--- config.mk ---
export PLATFORM = sky130hd
export DESIGN_NAME = vga_fb_arbiter
export DESIGN_NICKNAME = d
export VERILOG_FILES = /design/src/rtl/vga_fb_pkg.sv /design/src/rtl/vga_fb_rd_pipe.sv /design/src/rtl/vga_fb_arbiter.sv
export SDC_FILE = /design/constraint.sdc
export NUM_CORES = 1
export LEC_CHECK = 0
export ABC_AREA = 1
export BUFFER_PORTS_ARGS = -buffer_cell sky130_fd_sc_hd__buf_2
export CORE_MARGIN = 2
export CORE_UTILIZATION = 40
export DETAILED_ROUTE_END_ITERATION = 8
export PLACE_DENSITY = 0.73
export SYNTH_ARGS = -nofsm -noshare
export SYNTH_HDL_FRONTEND = slang
export SYNTH_SLANG_ARGS = --single-unit
--- constraint.sdc ---
create_clock -name clk -period 1.5 [get_ports clk]
set_input_delay 0.075 -clock clk [delete_from_list [all_inputs] [get_ports clk]]
set_output_delay 0.075 -clock clk [all_outputs]
set_load 0.005 [all_outputs]
--- src/rtl/vga_fb_pkg.sv ---
// Shared types and constants for the VGA framebuffer arbiter.
// Holds the FSM state encoding, the default bus widths and the read latency.
package vga_fb_pkg;

    localparam int FB_AW  = 17;
    localparam int FB_DW  = 12;
    localparam int RD_LAT = 3;

    typedef enum logic [1:0] {
        IDLE = 2'd0,
        RD   = 2'd1,
        WR   = 2'd2
    } fb_state_t;

endpackage

--- src/rtl/vga_fb_rd_pipe.sv ---
// Display read return path: valid shift register plus the RAM data capture stage.
// The pixel stays on disp_data until the next valid read replaces it.
module vga_fb_rd_pipe
    import vga_fb_pkg::*;
#(
    parameter int DW = FB_DW
) (
    input  logic          clk,
    input  logic          reset_n,
    input  logic          rd_grant,
    input  logic [DW-1:0] mem_rdata,
    output logic          disp_valid,
    output logic [DW-1:0] disp_data
);

    logic [RD_LAT-1:0] vld_q, vld_d;
    logic [DW-1:0]     data_q, data_d;

    // vld_q[0] marks the cycle the read is on the RAM pins, vld_q[1] the return cycle
    always_comb begin
        vld_d  = {vld_q[RD_LAT-2:0], rd_grant};
        data_d = data_q;
        if (vld_q[RD_LAT-2]) begin
            data_d = mem_rdata;
        end
    end

    always_ff @(posedge clk or negedge reset_n) begin
        if (!reset_n) begin
            vld_q  <= '0;
            data_q <= '0;
        end else begin
            vld_q  <= vld_d;
            data_q <= data_d;
        end
    end

    assign disp_valid = vld_q[RD_LAT-1];
    assign disp_data  = data_q;

endmodule

--- src/rtl/vga_fb_arbiter.sv ---
// Single-port framebuffer arbiter: display reads always win, writes fill idle slots.
// Define VGA_FB_VBLANK_WR_EN to restrict write grants to vertical blanking.
module vga_fb_arbiter
    import vga_fb_pkg::*;
#(
    parameter int AW      = FB_AW,
    parameter int DW      = FB_DW,
    parameter int STALL_W = 16
) (
    input  logic               clk,
    input  logic               reset_n,
    input  logic               disp_req,
    input  logic [AW-1:0]      disp_addr,
    output logic               disp_valid,
    output logic [DW-1:0]      disp_data,
    input  logic               vblank,
    input  logic               wr_req,
    input  logic [AW-1:0]      wr_addr,
    input  logic [DW-1:0]      wr_data,
    output logic               wr_ack,
    output logic               mem_en,
    output logic               mem_we,
    output logic [AW-1:0]      mem_addr,
    output logic [DW-1:0]      mem_wdata,
    input  logic [DW-1:0]      mem_rdata,
    output logic [STALL_W-1:0] wr_stall
);

    fb_state_t          state_q, state_d;
    logic               wr_ok;
    logic               mem_en_q, mem_en_d;
    logic               mem_we_q, mem_we_d;
    logic [AW-1:0]      mem_addr_q, mem_addr_d;
    logic [DW-1:0]      mem_wdata_q, mem_wdata_d;
    logic               wr_ack_q, wr_ack_d;
    logic [STALL_W-1:0] stall_q, stall_d;

`ifdef VGA_FB_VBLANK_WR_EN
    assign wr_ok = vblank;
`else
    logic unused_vblank;
    assign unused_vblank = vblank;
    assign wr_ok         = 1'b1;
`endif

    always_ff @(posedge clk or negedge reset_n) begin
        if (!reset_n) begin
            state_q <= IDLE;
        end else begin
            state_q <= state_d;
        end
    end

    // WR mask stops a re-grant while the writer is still dropping wr_req
    always_comb begin
        state_d = IDLE;
        if (disp_req) begin
            state_d = RD;
        end else if (wr_ok && wr_req && (state_q != WR)) begin
            state_d = WR;
        end
    end

    always_comb begin
        mem_en_d    = 1'b0;
        mem_we_d    = 1'b0;
        mem_addr_d  = mem_addr_q;
        mem_wdata_d = mem_wdata_q;
        wr_ack_d    = 1'b0;
        unique case (state_d)
            RD: begin
                mem_en_d   = 1'b1;
                mem_addr_d = disp_addr;
            end
            WR: begin
                mem_en_d    = 1'b1;
                mem_we_d    = 1'b1;
                mem_addr_d  = wr_addr;
                mem_wdata_d = wr_data;
                wr_ack_d    = 1'b1;
            end
            default: ;
        endcase
    end

    always_comb begin
        stall_d = stall_q;
        if (wr_req && (state_d != WR) && (stall_q != '1)) begin
            stall_d = stall_q + STALL_W'(1);
        end
    end

    always_ff @(posedge clk or negedge reset_n) begin
        if (!reset_n) begin
            mem_en_q    <= 1'b0;
            mem_we_q    <= 1'b0;
            mem_addr_q  <= '0;
            mem_wdata_q <= '0;
            wr_ack_q    <= 1'b0;
            stall_q     <= '0;
        end else begin
            mem_en_q    <= mem_en_d;
            mem_we_q    <= mem_we_d;
            mem_addr_q  <= mem_addr_d;
            mem_wdata_q <= mem_wdata_d;
            wr_ack_q    <= wr_ack_d;
            stall_q     <= stall_d;
        end
    end

    vga_fb_rd_pipe #(
        .DW (DW)
    ) u_rd_pipe (
        .clk        (clk),
        .reset_n    (reset_n),
        .rd_grant   (state_d == RD),
        .mem_rdata  (mem_rdata),
        .disp_valid (disp_valid),
        .disp_data  (disp_data)
    );

    assign mem_en    = mem_en_q;
    assign mem_we    = mem_we_q;
    assign mem_addr  = mem_addr_q;
    assign mem_wdata = mem_wdata_q;
    assign wr_ack    = wr_ack_q;
    assign wr_stall  = stall_q;

endmodule

After elaboration in Yosys (flattened, before gate mapping). Index checks and enable logic that the tools add are counted.

Flip-flop bits (word level): 64. Input bits: 63. Output and inout bits: 61. Word-level logic and storage cells: 24.

$add $sub $neg: 1. Equality and inequality tests: 5. Muxes and demuxes: 5. Reductions and logical operators: 5.

Operators with widths (count): case mux 17 bit (2 select lines) (1); adder 16 x 1 -> 16 bit, second input constant (1); inequality test 16 bit, second input constant (1); 2-to-1 mux 2 bit (2); inequality test 2 bit, second input constant (2); logical AND 1 bit (3); equality test 2 x 1 -> 1 bit, second input constant (1); equality test 2 bit, second input constant (1); 2-to-1 mux 1 bit (2); nonzero test 2 bit (1); OR reduction 2 bit (1).

Longest topological paths before layout.
Word-level depth: 7. Mapped depth: 9. Mapped depth without buffers: 9.

By module. From an unflattened synthesis, not the netlist that was laid out.

Cell total of the unflattened synthesis: 348. Area total of the unflattened synthesis: 2834.0 µm².

By module, submodules not included: vga_fb_arbiter (times used 1, cells an instance 294, area an instance 2301.0 µm², sequential area each 1201.2 µm²); vga_fb_rd_pipe (times used 1, cells an instance 54, area an instance 533.0 µm², sequential area each 375.4 µm²).

Least setup slack after synthesis. OpenSTA, ideal clock, no wires.

Path type: register to register. Start point: reg stall_q[0], in the netlist wr_stall[0]. End point: reg stall_q[12], in the netlist wr_stall[12]. Arrival: 1.307 ns. Required time: 1.383 ns. Slack: 0.076 ns. Cell stages (with the launch flop): 10. Cells stage by stage: dfrtp_1 ha_1 nand2_1 nor2_1 nand2_2 nor2_4 nor2_4 buf_6 nand3_1 nand2_1.

Word-level cells in the longest chain between the ends: 2. Elaborated cells on any way between the ends: 3. Those cells by class: add/sub (1); eq/ne (1); reduce/logical (1).

RTL lines: from (decl) (RTL line vga_fb_arbiter.sv:36) `logic [STALL_W-1:0] stall_q, stall_d;`; from (signal assigned) (RTL line vga_fb_arbiter.sv:107) `stall_q <= stall_d;`; parallel branches: the longest is 2 deep, another holds adder 16 x 1 -> 16 bit.

Parallel ways; which one is timed is not known. A chain may end at the register's enable or synchronous reset.

Worst setup path in the final report.
Start point: reg stall_q[0], in the netlist wr_stall[0]. End point: reg stall_q[10], in the netlist wr_stall[10].

The elaborated chain is that of the path after synthesis.

==> impl_metrics.env <==
export IMPL_antenna_found_initial=0
export IMPL_tightest_slew_ns=0.513
export IMPL_fin_nets=599
export IMPL_drc=0
export IMPL_synth_edf_count=0
export IMPL_power_density_nw_per_um2=973
export IMPL_first_pass_iters=6
export IMPL_power_switching_mw=1.23
export IMPL_grt_pass1_vias=3054
export IMPL_worst_path_buf_inv=1
export IMPL_cpPeakStageDelay_ns=0.35
export IMPL_worstSetupEndpointType="flop"
export IMPL_synthFlopType="dfrtp_1"
export IMPL_status="complete, no violations"
export IMPL_max_vdd_ir_drop_mv=0.482
export IMPL_synthCells=329
export IMPL_grt_use_total_pct=23.0
export IMPL_synth_area_leaders="dfrtp_1 (56%), nand2_1 (20%), nand3_1 (5.0%)"
export IMPL_overflow=0
export IMPL_path_cells="ha_1 > nand2_1 > nor2_2 > nand2_2 > nor2_4 > nor2_4 > buf_4 > nand2_1 > nand2_1"
export IMPL_maxCapViolations=0
export IMPL_cts_max_path_buffers=2
export IMPL_ys_async_sr_fraction_pct=100
export IMPL_maxSlewViolCount=0
export IMPL_max_slew_margin_rel_pct=65.8
export IMPL_hold_violations=0
export IMPL_yosys_top_cells_count="nand2_1 (152), dfrtp_1 (63), nand3_1 (28)"
export IMPL_synth_area_sq_um=2830
export IMPL_clock_latency_ns=0.33
export IMPL_drt_iter0_markers=158
export IMPL_yosys_area_top_type="dfrtp_1"
export IMPL_die_y_um=88.0
export IMPL_drt_wl_total_um=8510
export IMPL_post_place_cells=558
export IMPL_finalPower_mw=4.37
export IMPL_multi_input_area_sq_um=1120
export IMPL_p_seq_share_pct=46.6
export IMPL_synth_seq_cells=63
export IMPL_cts_clk_slew_worst_paths_ns=0.07
export IMPL_initial_utilization_pct=41.4
export IMPL_p_int_mw=3.15
export IMPL_postLayoutCellArea_sq_um=4490
export IMPL_critPathKind="flop to flop"
export IMPL_setup_viol=0
export IMPL_worstPathArrival_ns=1.62
export IMPL_antenna_cells=0
export IMPL_vias_per_cell=4.74
export IMPL_syn_num_nets=393
export IMPL_layout_drive_gt1_share_pct=35.0
export IMPL_crit_family="simple AND/OR/NAND/NOR gates"
export IMPL_num_io_pins=124
export IMPL_yosysSeqAreaShare_pct=55.8
export IMPL_cts_buffers=9
export IMPL_place_area_sq_um=3690
export IMPL_crit_slowest_cell="dfrtp_1"
export IMPL_fin_util_pct=65.8
export IMPL_drt_wirelength_per_cell_um=13.4
export IMPL_die_w_um=88.0
export IMPL_rsz0062_at_grt="true"
export IMPL_synth_most_common_cell="nand2_1"
export IMPL_hold_path_class="primary input to flop"
export IMPL_hpwl_um=5020
export IMPL_path_common_cell="nand2_1"
export IMPL_fillers=540
export IMPL_power_switching_fraction_pct=28.0
export IMPL_cts_tree="done"
export IMPL_crit_path_start_kind="flop"
export IMPL_worstPathMaxFanout=6
export IMPL_seq_area_sq_um=1580
export IMPL_clock_skew_ns=0.00693
export IMPL_required_ns=1.72
export IMPL_p_clk_share_pct=32.3
export IMPL_grt_max_degree=64
export IMPL_num_rows=30
export IMPL_ctsHtreeMaxLevel=3
export IMPL_floorplan_die_area_sq_um=7750
export IMPL_cts_sinks=63
export IMPL_synth_top_area_share_pct=55.8
export IMPL_antenna_left=0
export IMPL_cts_root_buf="clkbuf_8"
export IMPL_clock_fmax_mhz=713
export IMPL_synthDistinctLibCells=22
export IMPL_syn_to_final_growth_pct=59.1
export IMPL_power_leakage_nw=2.36
export IMPL_io_buffers=122
export IMPL_fin_cells=636
export IMPL_yosysWarnings=0
export IMPL_grt_pass1_wl_um=13700
export IMPL_finalCriticalPeriod_ns=1.40
export IMPL_num_vias=3015
export IMPL_pwr_share_comb_pct=21.1
export IMPL_routabilityCongestion=0.799
export IMPL_core_sq_um=6830
export IMPL_min_period_over_period_pct=93.5
export IMPL_synth_avg_cell_area_sq_um=8.59
export IMPL_fin_setup_tns_ns=0
==> final timing paths <==
check | from | to | slack, ns | depth (start not counted)
max | wr_stall[0]$_DFFE_PN0P_ | wr_stall[10]$_DFFE_PN0P_ | 0.1 | 9
min | disp_req | state_q[0]$_DFF_PN0_ | 0.11 | 2
max reg2reg | wr_stall[0]$_DFFE_PN0P_ | wr_stall[10]$_DFFE_PN0P_ | 0.1 | 9
min reg2reg | u_rd_pipe.vld_q[0]$_DFF_PN0_ | u_rd_pipe.vld_q[1]$_DFF_PN0_ | 0.34 | 0
max in group asynchronous | reset_n | u_rd_pipe.vld_q[0]$_DFF_PN0_ | 0.94 | 3
min in group asynchronous | reset_n | mem_wdata[5]$_DFFE_PN0P_ | 0.26 | 3
==> worst register-to-register path, stage by stage (launching register included) <==
cell     delay (ns)
dfrtp_1        0.35
ha_1           0.16
nand2_1        0.06
nor2_2         0.14
nand2_2        0.09
nor2_4         0.13
nor2_4         0.06
buf_4          0.15
nand2_1        0.07
nand2_1        0.07
==> layout by cell type, fill, tap and decap left out, types with 4 or more instances in the layout <==
master,synthesis,layout
nand2_1,152,152
buf_2,5,122
dfrtp_1,63,63
dlygate4sd3_1,0,59
nand3_1,28,28
buf_4,1,23
inv_1,17,16
nor2_1,15,13
mux2_2,12,12
clkbuf_8,0,9
xor2_1,6,6
nand4_1,5,5
nand2_2,4,4
inv_2,3,4
==> registers in the layout, summed over array words and instances (netlist names) <==
| register | flops |
|---|---|
| mem_addr | 17 |
| mem_wdata | 12 |
| mem_en | 1 |
| wr_stall | 16 |
| u_rd_pipe.disp_data | 12 |
| u_rd_pipe.vld_q | 3 |
| state_q | 2 |
==> area by class of cell <==
type | count | share of cell area, %
clock inverters | 6 | 1.36
inverters | 20 | 1.67
well taps | 96 | 2.67
flip-flops and latches | 63 | 35.1
clock buffers | 10 | 2.84
multi-input cells | 235 | 24.9
repair buffers | 206 | 31.5
==> power by group through the flow <==
stage,Combinational [mW],Clock [mW],Sequential (mW)
floorplan,0.315,0,2.08
global placement,0.760,0,2.05
detailed placement,0.785,0,2.06
CTS,0.907,1.44,2.03
global route,1.03,1.54,2.06
finish,0.924,1.41,2.04
==> per-layer routing <==
metal	global-route usage [%]	wire length (um)
met5	0	0
met4	9.50	187
met3	5.28	673
met2	39.0	4260
met1	28.4	3390
==> timing repair <==
item / in CTS / in global routing
pin swaps: 1 / 1
endpoints found under the hold margin: 104 / 0
resized for setup: 0 / 4
hold buffers: 59 / 0
setup buffers: 3 / 0
endpoints found under the setup margin: 10 / 13
==> stage by stage <==
stage / worst slack (ns) / hold WS (ns)
2_1_floorplan: 0.0757 / -0.221
3_3_place_gp: -0.0646 / 0.105
3_5_place_dp: -0.114 / 0.111
4_1_cts: 0.0100 / 0.102
5_1_grt: -0.0226 / 0.113
6_report: 0.0972 / 0.113
==> cells by family after synthesis <==
group | share of synthesized area, %
buf+inv | 4.74
flops | 55.8
simple gates | 30.7
compound gates | 1.68
xor+xnor | 1.86
fa+ha+maj | 0.443
mux | 4.78
(Power assumes the default switching activity.)
